$ cat src/rtl/prog_loader_if.sv
// Byte-stream in / memory-write out bundle for the boot loader.
// The loader drives the memory side and status; the environment drives the UART byte and write acceptance.
interface prog_loader_if #(
  parameter int DATA_WIDTH = 16,
  parameter int ADDR_WIDTH = 16
);
  logic [7:0]            rx_data;
  logic                  rx_valid;
  logic                  mem_req;
  logic [ADDR_WIDTH-1:0] mem_addr;
  logic [DATA_WIDTH-1:0] mem_data;
  logic                  mem_ready;
  logic [DATA_WIDTH-1:0] mem_map_init_value;
  logic                  cpu_enable;
  logic                  load_err;
  logic                  busy;

  modport master (
    input  rx_data, rx_valid, mem_ready,
    output mem_req, mem_addr, mem_data, mem_map_init_value, cpu_enable, load_err, busy
  );

  modport slave (
    output rx_data, rx_valid, mem_ready,
    input  mem_req, mem_addr, mem_data, mem_map_init_value, cpu_enable, load_err, busy
  );
endinterface

$ cat src/rtl/prog_loader.sv
// Boot loader: assembles big-endian words from a length-prefixed byte frame and writes them
// to memory from address 0, diverting MAP_ADDR to the register init value.
module prog_loader #(
  parameter int                    DATA_WIDTH     = 16,
  parameter int                    ADDR_WIDTH     = 16,
  parameter logic [ADDR_WIDTH-1:0] MAP_ADDR       = ADDR_WIDTH'(30),
  parameter int                    TIMEOUT_CYCLES = 1000000
) (
  input logic           clk,
  input logic           rst_n,
  prog_loader_if.master bus
);
  localparam int IDLE_W = $clog2(TIMEOUT_CYCLES + 1);

  typedef enum logic [2:0] {S_IDLE, S_LEN_LO, S_DATA, S_DRAIN, S_DONE, S_ERROR} state_t;

  state_t                state_q, state_d;
  logic [15:0]           len_q, len_d;
  logic [15:0]           wcnt_q, wcnt_d;
  logic                  phase_q, phase_d;
  logic [7:0]            hi_q, hi_d;
  logic                  mem_req_q, mem_req_d;
  logic [ADDR_WIDTH-1:0] mem_addr_q, mem_addr_d;
  logic [DATA_WIDTH-1:0] mem_data_q, mem_data_d;
  logic [DATA_WIDTH-1:0] map_q, map_d;
  logic [IDLE_W-1:0]     idle_q, idle_d;

  logic                  counting;
  logic [IDLE_W-1:0]     idle_inc;
  logic                  timeout_hit;
  logic                  word_done;
  logic                  last_word;
  logic                  buf_busy;
  logic                  is_map;
  logic [ADDR_WIDTH-1:0] word_addr;
  logic [DATA_WIDTH-1:0] word_data;
  logic                  cpu_enable_o, load_err_o, busy_o;

  assign counting  = (state_q == S_LEN_LO) || (state_q == S_DATA);
  assign idle_inc  = idle_q + IDLE_W'(1);
  // idle_q is cleared on the edge that takes a byte, so it trails elapsed cycles by one.
  assign timeout_hit = counting && !bus.rx_valid && (idle_inc == IDLE_W'(TIMEOUT_CYCLES - 1));
  assign word_done = (state_q == S_DATA) && bus.rx_valid && phase_q;
  assign last_word = (wcnt_q == len_q - 16'd1);
  assign buf_busy  = mem_req_q && !bus.mem_ready;
  assign word_addr = ADDR_WIDTH'(wcnt_q);
  assign is_map    = (word_addr == MAP_ADDR);
  assign word_data = DATA_WIDTH'({hi_q, bus.rx_data});

  always_ff @(posedge clk or negedge rst_n) begin
    if (!rst_n) begin
      state_q <= S_IDLE;
    end else begin
      state_q <= state_d;
    end
  end

  always_comb begin
    state_d = state_q;
    case (state_q)
      S_IDLE: begin
        if (bus.rx_valid) state_d = S_LEN_LO;
      end
      S_LEN_LO: begin
        if (bus.rx_valid) begin
          state_d = ({len_q[15:8], bus.rx_data} == 16'd0) ? S_DONE : S_DATA;
        end else if (timeout_hit) begin
          state_d = S_ERROR;
        end
      end
      S_DATA: begin
        if (word_done) begin
          if (buf_busy)       state_d = S_ERROR;
          else if (last_word) state_d = S_DRAIN;
        end else if (timeout_hit) begin
          state_d = S_ERROR;
        end
      end
      S_DRAIN: begin
        if (!mem_req_q || bus.mem_ready) state_d = S_DONE;
      end
      S_DONE: state_d = S_DONE;
      S_ERROR: begin
        if (bus.rx_valid) state_d = S_LEN_LO;
      end
      default: state_d = S_IDLE;
    endcase
  end

  always_comb begin
    cpu_enable_o = (state_q == S_DONE);
    load_err_o   = (state_q == S_ERROR);
    busy_o       = (state_q == S_LEN_LO) || (state_q == S_DATA) || (state_q == S_DRAIN);
  end

  always_comb begin
    len_d      = len_q;
    wcnt_d     = wcnt_q;
    phase_d    = phase_q;
    hi_d       = hi_q;
    mem_req_d  = mem_req_q;
    mem_addr_d = mem_addr_q;
    mem_data_d = mem_data_q;
    map_d      = map_q;
    idle_d     = '0;
    if (counting && !bus.rx_valid) idle_d = idle_inc;
    if (mem_req_q && bus.mem_ready) mem_req_d = 1'b0;
    case (state_q)
      S_IDLE, S_ERROR: begin
        if (bus.rx_valid) begin
          len_d   = {bus.rx_data, 8'h00};
          wcnt_d  = '0;
          phase_d = 1'b0;
        end
      end
      S_LEN_LO: begin
        if (bus.rx_valid) len_d = {len_q[15:8], bus.rx_data};
      end
      S_DATA: begin
        if (bus.rx_valid && !phase_q) begin
          hi_d    = bus.rx_data;
          phase_d = 1'b1;
        end else if (word_done) begin
          phase_d = 1'b0;
          wcnt_d  = wcnt_q + 16'd1;
          // A new word may reuse the buffer in the very cycle the previous write is accepted.
          if (!buf_busy) begin
            if (is_map) begin
              map_d = word_data;
            end else begin
              mem_req_d  = 1'b1;
              mem_addr_d = word_addr;
              mem_data_d = word_data;
            end
          end
        end
      end
      default: ;
    endcase
    if (state_d == S_ERROR) mem_req_d = 1'b0;
  end

  always_ff @(posedge clk or negedge rst_n) begin
    if (!rst_n) begin
      len_q      <= '0;
      wcnt_q     <= '0;
      phase_q    <= 1'b0;
      hi_q       <= '0;
      mem_req_q  <= 1'b0;
      mem_addr_q <= '0;
      mem_data_q <= '0;
      map_q      <= '0;
      idle_q     <= '0;
    end else begin
      len_q      <= len_d;
      wcnt_q     <= wcnt_d;
      phase_q    <= phase_d;
      hi_q       <= hi_d;
      mem_req_q  <= mem_req_d;
      mem_addr_q <= mem_addr_d;
      mem_data_q <= mem_data_d;
      map_q      <= map_d;
      idle_q     <= idle_d;
    end
  end

  assign bus.mem_req            = mem_req_q;
  assign bus.mem_addr           = mem_addr_q;
  assign bus.mem_data           = mem_data_q;
  assign bus.mem_map_init_value = map_q;
  assign bus.cpu_enable         = cpu_enable_o;
  assign bus.load_err           = load_err_o;
  assign bus.busy               = busy_o;
endmodule

$ cat src/flat_wrapper.sv
// flat-port wrapper written by rule: the top's interface ports become plain ports
module prog_loader_flat 
#(
  parameter int                    DATA_WIDTH     = 16,
  parameter int                    ADDR_WIDTH     = 16,
  parameter logic [ADDR_WIDTH-1:0] MAP_ADDR       = ADDR_WIDTH'(30),
  parameter int                    TIMEOUT_CYCLES = 1000000
)
  (clk, rst_n, bus_rx_data, bus_rx_valid, bus_mem_ready, bus_mem_req, bus_mem_addr, bus_mem_data, bus_mem_map_init_value, bus_cpu_enable, bus_load_err, bus_busy);
  prog_loader_if #(.DATA_WIDTH(DATA_WIDTH), .ADDR_WIDTH(ADDR_WIDTH)) bus_i ();
  input logic clk;
  input logic rst_n;
  input wire logic [$bits(bus_i.rx_data)-1:0] bus_rx_data;
  input wire logic [$bits(bus_i.rx_valid)-1:0] bus_rx_valid;
  input wire logic [$bits(bus_i.mem_ready)-1:0] bus_mem_ready;
  output wire logic [$bits(bus_i.mem_req)-1:0] bus_mem_req;
  output wire logic [$bits(bus_i.mem_addr)-1:0] bus_mem_addr;
  output wire logic [$bits(bus_i.mem_data)-1:0] bus_mem_data;
  output wire logic [$bits(bus_i.mem_map_init_value)-1:0] bus_mem_map_init_value;
  output wire logic [$bits(bus_i.cpu_enable)-1:0] bus_cpu_enable;
  output wire logic [$bits(bus_i.load_err)-1:0] bus_load_err;
  output wire logic [$bits(bus_i.busy)-1:0] bus_busy;
  assign bus_i.rx_data = bus_rx_data;
  assign bus_i.rx_valid = bus_rx_valid;
  assign bus_i.mem_ready = bus_mem_ready;
  assign bus_mem_req = bus_i.mem_req;
  assign bus_mem_addr = bus_i.mem_addr;
  assign bus_mem_data = bus_i.mem_data;
  assign bus_mem_map_init_value = bus_i.mem_map_init_value;
  assign bus_cpu_enable = bus_i.cpu_enable;
  assign bus_load_err = bus_i.load_err;
  assign bus_busy = bus_i.busy;
  prog_loader #(.DATA_WIDTH(DATA_WIDTH), .ADDR_WIDTH(ADDR_WIDTH), .MAP_ADDR(MAP_ADDR), .TIMEOUT_CYCLES(TIMEOUT_CYCLES)) u_core (.clk(clk), .rst_n(rst_n), .bus(bus_i));
endmodule
$ cat config.mk
export PLATFORM = sky130hd
export DESIGN_NAME = prog_loader_flat
export DESIGN_NICKNAME = d
export VERILOG_FILES = /design/src/rtl/prog_loader_if.sv /design/src/rtl/prog_loader.sv /design/src/flat_wrapper.sv
export SDC_FILE = /design/constraint.sdc
export NUM_CORES = 1
export LEC_CHECK = 0
export CAP_MARGIN = 30
export CORE_ASPECT_RATIO = 2
export CORE_MARGIN = 5
export CORE_UTILIZATION = 35
export CTS_CLUSTER_DIAMETER = 50
export DETAILED_ROUTE_END_ITERATION = 10
export PLACE_DENSITY_LB_ADDON = 0.15
export SETUP_SLACK_MARGIN = 0.15
export SLEW_MARGIN = 20
export SYNTH_ARGS = -nofsm -noshare
export SYNTH_HDL_FRONTEND = slang
export SYNTH_SLANG_ARGS = --single-unit
$ cat constraint.sdc
create_clock -name clk -period 2.84 [get_ports clk]
set_input_delay 0.568 -clock clk [delete_from_list [all_inputs] [get_ports clk]]
set_output_delay 0.568 -clock clk [all_outputs]
set_load 0.1 [all_outputs]
=== After elaboration in Yosys (flattened, before gate mapping) ===
Index checks and enable logic that the tools add are counted.

* Output and inout port bits: 52
* Flip-flop bits (word level): 113
* Word-level logic and storage cells: 86

* Equality and inequality tests: 14
* Mux-type cells: 28
* Add/sub/neg operators: 3
* Reduce and logical (&&, ||, !) cells: 26
* Bitwise gates (word level): 4

{| class="wikitable"
|+ Operators by type and width
! operator !! number
|-
| $mux 16 || 4
|-
| $pmux 16 s2 || 2
|-
| $mux 3 || 8
|-
| $add 20x1->20 const B || 1
|-
| $eq 20x20->1 const B || 1
|-
| $mux 20 || 1
|-
| $add 16x1->16 const B || 1
|-
| $eq 16x16->1 || 1
|-
| $eq 16x5->1 const B || 1
|-
| $logic_not 16->1 || 1
|-
| $sub 16x1->16 const B || 1
|-
| $pmux 3 s5 || 1
|-
| $mux 1 || 10
|-
| $reduce_and 5->1 || 2
|-
| $eq 3x3->1 const B || 3
|-
| $reduce_and 3->1 || 3
|-
| $mux 8 || 1
|-
| $logic_and 1x1->1 || 7
|-
| $eq 3x2->1 const B || 2
|-
| $logic_not 1->1 || 4
|-
| $ne 2x1->1 const B || 2
|-
| $ne 2x2->1 const B || 2
|-
| $not 1->1 || 4
|-
| $reduce_and 4->1 || 1
|-
| other kinds (8) || 11
|}

=== Logic depth before layout (Yosys ltp) ===
Gate-level depths: netlist of the first run.

* Word-level depth: 9
* Mapped depth: 10
* Gate-level depth less buffers: 9

=== Least setup slack after synthesis of the first run ===
Ideal clock, no wire load.

* Path type: flip-flop to flip-flop
* Start point: register u_core.state_q[2]
* End point: register u_core.wcnt_q[9]
* Slack: 163 ps
* Required time: 2762 ps
* Path buffers: 1
* Clock period less this slack: 2677 ps
* Cell stages (with the launch flop): 8
* Setup time: 78 ps
* Arrival: 2599 ps
* Cell sequence: dfrtp_1 > clkbuf_1 > and3b_1 > a21o_1 > nor3b_1 > nand2_1 > or3_1 > a21oi_1

{| class="wikitable"
|+ RTL lines
! what !! RTL line !! RTL
|-
| from (decl) || prog_loader.sv:17 || <nowiki>state_t state_q, state_d;</nowiki>
|-
| from (signal assigned) || prog_loader.sv:54 || <nowiki>state_q <= state_d;</nowiki>
|-
| $eq 3x3->1 (*) || n/a ||
|-
| named net bus_load_err || flat_wrapper.sv:21 || <nowiki>output wire logic [$bits(bus_i.load_err)-1:0] bus_load_err;</nowiki>
|-
| $reduce_or 2->1 (no source line) (*) || n/a ||
|-
| $ne 2x1->1 (no source line) or $reduce_bool 2->1 (tied branches) || n/a ||
|-
| $reduce_and 4->1 (no source line) || n/a ||
|-
| to (signal assigned) || prog_loader.sv:156 || <nowiki>wcnt_q <= wcnt_d;</nowiki>
|-
| to (decl) || prog_loader.sv:19 || <nowiki>logic [15:0] wcnt_q, wcnt_d;</nowiki>
|}

Mark *: on every way through the listed nets, which the timed path passes. The rest lies on a longest branch.
A chain may end at the register's enable or synchronous reset.

=== Worst setup path after layout of the first run ===
* Start point: register u_core.len_q[2]
* End point: register u_core.mem_req_q, in the netlist u_core.bus.mem_req

* Cells in the longest elaborated chain, start to end: 8

{| class="wikitable"
|+ RTL lines
! what !! RTL line !! RTL
|-
| from (decl) || prog_loader.sv:18 || <nowiki>logic [15:0] len_q, len_d;</nowiki>
|-
| from (signal assigned) || prog_loader.sv:155 || <nowiki>len_q <= len_d;</nowiki>
|-
| $sub 16x1->16 || prog_loader.sv:44 || <nowiki>assign last_word = (wcnt_q == len_q - 16'd1);</nowiki>
|-
| $eq 16x16->1 || prog_loader.sv:44 ||
|-
| $mux 3 || prog_loader.sv:74 || <nowiki>else if (last_word) state_d = S_DRAIN;</nowiki>
|-
| $mux 3 || prog_loader.sv:73 || <nowiki>if (buf_busy) state_d = S_ERROR;</nowiki>
|-
| $mux 3 || prog_loader.sv:72 || <nowiki>if (word_done) begin</nowiki>
|-
| $pmux 3 s5 || prog_loader.sv:60 || <nowiki>case (state_q)</nowiki>
|-
| $eq 3x3->1 || prog_loader.sv:140 || <nowiki>if (state_d == S_ERROR) mem_req_d = 1'b0;</nowiki>
|-
| $mux 1 || prog_loader.sv:140 ||
|-
| named net u_core.mem_req_d || prog_loader.sv:22 || <nowiki>logic mem_req_q, mem_req_d;</nowiki>
|-
| to (signal assigned) || prog_loader.sv:159 || <nowiki>mem_req_q <= mem_req_d;</nowiki>
|-
| to (decl) || prog_loader.sv:22 ||
|}

The timed path passes the listed nets, and every way through them passes these cells.

==> results of run 1 <==
[synth_stat cells, types with 3 or more instances]
master	count	share of area [%]
dfrtp_1	113	50
mux2_2	62	12
nor2_1	51	3.4
nand2_1	40	2.7
xnor2_1	31	4.8
o21ai_0	23	2.0
xor2_1	19	2.9
clkbuf_1	17	1.1
nand3_1	16	1.4
inv_1	15	0.99
a21oi_1	14	1.2
nand4_1	13	1.4
nor3_1	10	0.88
nor4_1	10	1.1
and3_1	9	0.99
or3_1	8	0.88
nand2b_1	7	0.77
o31ai_1	6	0.79
buf_2	5	0.44
ha_1	5	1.1
mux2i_1	5	0.88
and2_1	4	0.44
nand3b_1	3	0.40
nor2b_1	3	0.33
nor3b_1	3	0.40
or2_2	3	0.33
[cells by family (layout without fill, tap and decap cells)]
| logic type | count (synthesis) | count (layout) | synth area share (%) |
|---|---|---|---|
| adders and majority gates | 5 | 5 | 1.10 |
| buffers and inverters | 41 | 128 | 2.98 |
| xor gates and xnor gates | 50 | 50 | 7.73 |
| AOI/OAI and AO/OA | 61 | 61 | 6.52 |
| muxes | 68 | 68 | 13.5 |
| and+or+nand+nor | 197 | 197 | 18.3 |
| DFF | 113 | 113 | 49.9 |
[flip-flops by register name (all words and copies together) (netlist names)]
signal	cells
u_core.idle_q	20
u_core.bus.mem_addr	16
u_core.bus.mem_data	16
u_core.bus.mem_map_init_value	16
u_core.len_q	16
u_core.wcnt_q	16
u_core.hi_q	8
u_core.state_q	3
u_core.bus.mem_req	1
u_core.phase_q	1
[final timing paths]
| path | start | to | slack (ns) |
|---|---|---|---|
| max in group asynchronous | rst_n | u_core.len_q[4]$_DFFE_PN0P_ | 2.11 |
| min | rst_n | u_core.idle_q[3]$_DFF_PN0_ | 0.13 |
| min reg2reg | u_core.bus.mem_addr[7]$_DFFE_PN0P_ | u_core.bus.mem_addr[7]$_DFFE_PN0P_ | 0.49 |
| max | u_core.len_q[2]$_DFFE_PN0P_ | u_core.bus.mem_req$_DFF_PN0_ | 0.28 |
| max reg2reg | u_core.len_q[2]$_DFFE_PN0P_ | u_core.bus.mem_req$_DFF_PN0_ | 0.28 |
| min in group clk | u_core.bus.mem_addr[7]$_DFFE_PN0P_ | u_core.bus.mem_addr[7]$_DFFE_PN0P_ | 0.49 |
[layout make-up]
class	count	share of cell area, %
flip-flops and latches	113	39.5
well taps	201	3.51
inverters	15	0.786
clock buffers	19	6.18
repair buffers	81	9.18
clock inverters	13	3.23
multi-input cells	381	37.7
[worst max-delay path, stage by stage, from the launching register on]
cell	delay (ns)
dfrtp_1	0.47
or4_4	0.55
or3b_4	0.42
mux2_4	0.21
mux2i_1	0.06
o22a_2	0.25
o41ai_1	0.39
o21ai_1	0.10
[layer usage]
metal	global-route usage [%]	part of all wire, %	vias to the layer above
met4	8.15	3.1	0
met1	16.2	35	2129
met2	31.2	58	75
met3	3.41	3.2	25
met5	0	0	-
li1	-	-	2023
[through the flow]
step | cells | hold slack (ns) | power [uW] | utilization, %
final | 823 | 0.133 | 7520 | 45.2
after global placement | 791 | 0.471 | 5090 | 40.8
after global routing | 823 | 0.168 | 7920 | 45.2
after floorplan | 535 | 0.272 | 4420 | -
after CTS | 823 | 0.135 | 7590 | 45.0
after detailed placement | 791 | 0.482 | 5120 | 40.8
[report_power, final]
part / total, uW / internal [uW] / switching, uW
registers: 2310 / 1930 / 380
logic: 2790 / 928 / 1860
clock network: 2420 / 1670 / 751
total: 7520 / 4530 / 2990
==> metrics.txt, run 1 <==
status completed; Post-synth EDFFs 0; Synth Net Count between 500 and 600; CTS tree built; grt ovf 0; row count 65; area of the multi-input gates between 2000 and 3000 sq um; post-layout minimum cycle time about 2.6 ns; post-synthesis async set-or-reset flop share 100%; vias in the first global route 4611; Post-Syn Area ~5700 sq um; Layout Skew around 0.0065 ns; Clock Latency Late Sink approximately 0.4 ns; DRT Wirelength 14600 microns; initial antenna violation count 0; root buffer cell clkbuf_16; DRC 0; clock sinks 113; Syn Inst Count 535; Final Hold Fails 0; Seq/Total Area, Yosys 49.9%; # Post-CTS Setup Buffers 0; Data required, critical path between 3 and 4 ns; DP Area 6460 sq um; final worst-path cycle share between 90 and 100%; largest net degree at the start of global routing 40; initial drt markers between 100 and 150; Pleak between 0.003 and 0.004 uW; fillcell total approximately 1.5k; Placement Setup Slack between 0.15 and 0.2 ns; post-route setup TNS 0 ns; Final setup viols 0; core area about 16000 sq um; drt pass-1 iters 4; worst r2r path cells 7; Power Density between 1000 and 1500 nW/um^2; CTS Hold Bufs 0; NumNets Final around 630; register bit count reported by yosys about 110; RSZ-0062 raised after global routing yes; IO Pins 64; vias about 4.3k; fraction of layout cells with a size suffix above 1 approximately 29%; Netlist cell types 59; most frequent cells in the layout 113 x dfrtp_1, 69 x buf_4, 62 x mux2_2; die area about 19000 sq um; clk slew on worst S/H paths ~0.06 ns; most common flop cell mapped by yosys dfrtp_1; CP arrival roughly 2.9 ns; area delta synth->final 26.5%; Post-DRT Antenna Nets 0; Yosys warning count 0; HPWL Detailed roughly 11000 microns; pin slew with the least headroom to its limit ~0.63 ns; Hold WC Path Type in2async; GPL Wtd Cong about 0.84; number of buffers added on ports between 60 and 70; DR WL/cell 17.7 microns; n_diodes 0; H-tree depth 4; mean post-synth cell area 10.6 sq um; most common cell after layout, fill and taps aside dfrtp_1; Clock Tree Buf Depth 2; DR vias/cell between 5 and 6; max-slew violations 0; critical-path maximum fanout 7; global-route wire length before repair between 20000 and 25000 microns; Die Y around 190 microns; design area 7170 sq um; fin worst setup slack between 0.2 and 0.3 ns; CTS buffer count 17; Die W around 100 microns; # resized after CTS 0; Peak VDD IR slightly below 0.001 V; Max-Cap Viols 0; Seq. cell area 2830 sq um; fmax slightly below 400 MHz; Starting Density 35.7%; relative slew slack 58.0%; CP Launch Type flop; gr usage total ~16%; CP endpoint kind flop; WS Path Type reg2reg
Note: power is estimated with default switching activity, not from simulation.
==> run 2, diff against run 1 <==
--- a/config.mk
+++ b/config.mk
@@ -11,7 +11,7 @@
 export CORE_UTILIZATION = 35
 export CTS_CLUSTER_DIAMETER = 50
 export DETAILED_ROUTE_END_ITERATION = 10
-export PLACE_DENSITY_LB_ADDON = 0.15
+export PLACE_DENSITY_LB_ADDON = 0.05
 export SETUP_SLACK_MARGIN = 0.15
 export SLEW_MARGIN = 20
 export SYNTH_ARGS = -nofsm -noshare
==> metrics.txt, run 2 (same netlist as run 1, synthesis figures left out) <==
status completed; WS Path Type reg2reg; largest net degree at the start of global routing 55 (+38%); fmax 392 MHz (+0.29%); gr usage total 17.3% (+0.94 points); worst r2r path cells 10 (+3); post-layout minimum cycle time 2.55 ns (-0.00747 ns); DRT Wirelength 15600 microns (+7.2%); Min Hold Slack 0.206 ns (+0.0736 ns); worst stage delay on the critical path 0.50 ns (-0.05 ns); vias 4363 (+2.6%); drt pass-1 iters 5 (+1); Layout Skew 0.00729 ns (+0.000747 ns); CTS buffer count 17 (unchanged); max FFs per register 20 (unchanged); Power Density 1040 nW/um^2 (-1.4%); fillcell total 1570 (+4.0%); area delta synth->final 27.2%; CTS tree built; initial drt markers 151 (+1.3%); Final Hold Fails 0 (unchanged); CP Capture Point u_core.bus.mem_req$_DFF_PN0_; Crit-path slowest cell or4b_4; number of buffers added on ports 63 (unchanged); Clock Tree Buf Depth 2 (unchanged); Final Power 7460 uW (-0.88%); DR vias/cell 5.23 (+1.1%); CP most frequent cell a21oi_1; clock sinks 113 (unchanged); initial antenna violation count 0 (unchanged); row count 65 (unchanged); CP endpoint kind flop; root buffer cell clkbuf_16; RSZ-0062 raised after global routing no; CP arrival 2.83 ns (-0.02 ns); fin worst setup slack 0.291 ns (+0.00747 ns); HPWL Detailed 12000 microns (+8.7%); Peak VDD IR 0.000720 V (-26%); GPL Wtd Cong 0.820 (-1.9%); core area 15900 sq um (unchanged); r2r startpoint u_core.len_q[0]$_DFFE_PN0P_; Hold WC Path Type in2async; Final setup viols 0 (unchanged); most common cell after layout, fill and taps aside dfrtp_1; CTS Hold Bufs 0 (unchanged); H-tree depth 4 (unchanged); R2R Setup Slk 0.29 ns (about the same); final core occ 45.4% (+0.24 points); Starting Density 35.7% (unchanged); fraction of layout cells with a size suffix above 1 30.8% (+1.8 points); CP Cell Sequence inv_2, ha_4, or4b_4, nor4_4, buf_4, a21oi_1, a21oi_1, nand4_1, o41ai_2, o21ai_1; Setup crit start u_core.len_q[0]$_DFFE_PN0P_; vias in the first global route 4753 (+3.1%); area of the multi-input gates 2720 sq um (+0.60%); DRC 0 (unchanged); final worst-path cycle share 89.8% (-0.26 points); Seq. cell area 2830 sq um (about the same); Clock Latency Late Sink 0.40 ns (about the same); grt ovf 0 (unchanged); Max-Cap Viols 0 (unchanged); clk slew on worst S/H paths 0.06 ns (about the same); Die Y 190 microns (unchanged); global-route wire length before repair 25100 microns (+4.8%); pin slew with the least headroom to its limit 0.741 ns (+0.111 ns); die area 19000 sq um (unchanged); n_diodes 0 (unchanged); DR WL/cell 18.7 microns (+5.7%); IO Pins 64 (unchanged); critical-path maximum fanout 5 (-2); Pleak 0.00324 uW (+0.81%); CP Launch Type flop; post-route setup TNS 0 ns (unchanged); max-slew violations 0 (unchanged); Post-DRT Antenna Nets 0 (unchanged); Data required, critical path 3.12 ns (about the same); Die W 100 microns (unchanged); NumNets Final 639 (+2.1%); largest register by flop count u_core.idle_q; Placement Setup Slack 0.0747 ns (-0.0838 ns); most frequent cells in the layout 112 x dfrtp_1, 83 x buf_4, 62 x mux2_2; RR Endpoint u_core.bus.mem_req$_DFF_PN0_; relative slew slack 50.6% (-7.4 points)
## run 2: power by group
part / total, uW / switching [uW] / internal (uW)
registers: 2300 / 371 / 1930
clock network: 2200 / 723 / 1480
logic: 2950 / 1920 / 1040
total: 7460 / 3010 / 4450
## run 2: how the worst min path moves through the flow
| stage | endpoint | slack (ns) | start | depth (start not counted) |
|---|---|---|---|---|
| after floorplan | u_core.bus.mem_addr[0]$_DFFE_PN0P_ | 0.27 | rst_n | 0 |
| after global placement | u_core.bus.mem_addr[7]$_DFFE_PN0P_ | 0.48 | u_core.bus.mem_addr[7]$_DFFE_PN0P_ | 2 |
| after detailed placement | u_core.bus.mem_addr[7]$_DFFE_PN0P_ | 0.48 | u_core.bus.mem_addr[7]$_DFFE_PN0P_ | 2 |
| after CTS | u_core.idle_q[0]$_DFF_PN0_ | 0.24 | rst_n | 1 |
| after global routing | u_core.idle_q[0]$_DFF_PN0_ | 0.26 | rst_n | 1 |
| final | u_core.idle_q[0]$_DFF_PN0_ | 0.21 | rst_n | 1 |
## run 2: layer usage
| metal | up-vias | share of wire [%] | track usage [%] |
|---|---|---|---|
| met3 | 30 | 2.5 | 3.12 |
| met4 | 0 | 4.9 | 10.4 |
| met1 | 2187 | 35 | 16.7 |
| li1 | 2056 | - | - |
| met2 | 90 | 58 | 32.9 |
| met5 | - | 0 | 0 |
## run 2: final cells by class
cell class                 instances  share of cell area, %
tap                              201                   3.49
inverter                          15                  0.782
multi-input combinational        381                   37.7
timing repair buffer              94                   10.3
clock buffer                      20                   6.20
clock inverter                    11                   2.26
sequential                       113                   39.3
## run 2: critical path: cells and delay by family, from the launching register on
family | cells | cell delay [ns]
buffers and inverters | 2 | 0.26
AOI/OAI and AO/OA | 4 | 0.62
and+or+nand+nor | 3 | 0.97
DFF | 1 | 0.41
adders and majority gates | 1 | 0.16
## run 2: through the flow
| step | instances | area (sq um) |
|---|---|---|
| finish | 835 | 7200 |
| global route | 835 | 7200 |
| CTS | 831 | 7140 |
| detailed placement | 800 | 6520 |
| global placement | 800 | 6520 |
| floorplan | 535 | 5670 |
## run 2: timing repair
item / 4_1_cts / 5_1_grt
setup endpoints to repair: 1 / 3
buffers inserted: 0 / 4
gates resized for setup: 2 / 8
pin swaps: 0 / 2
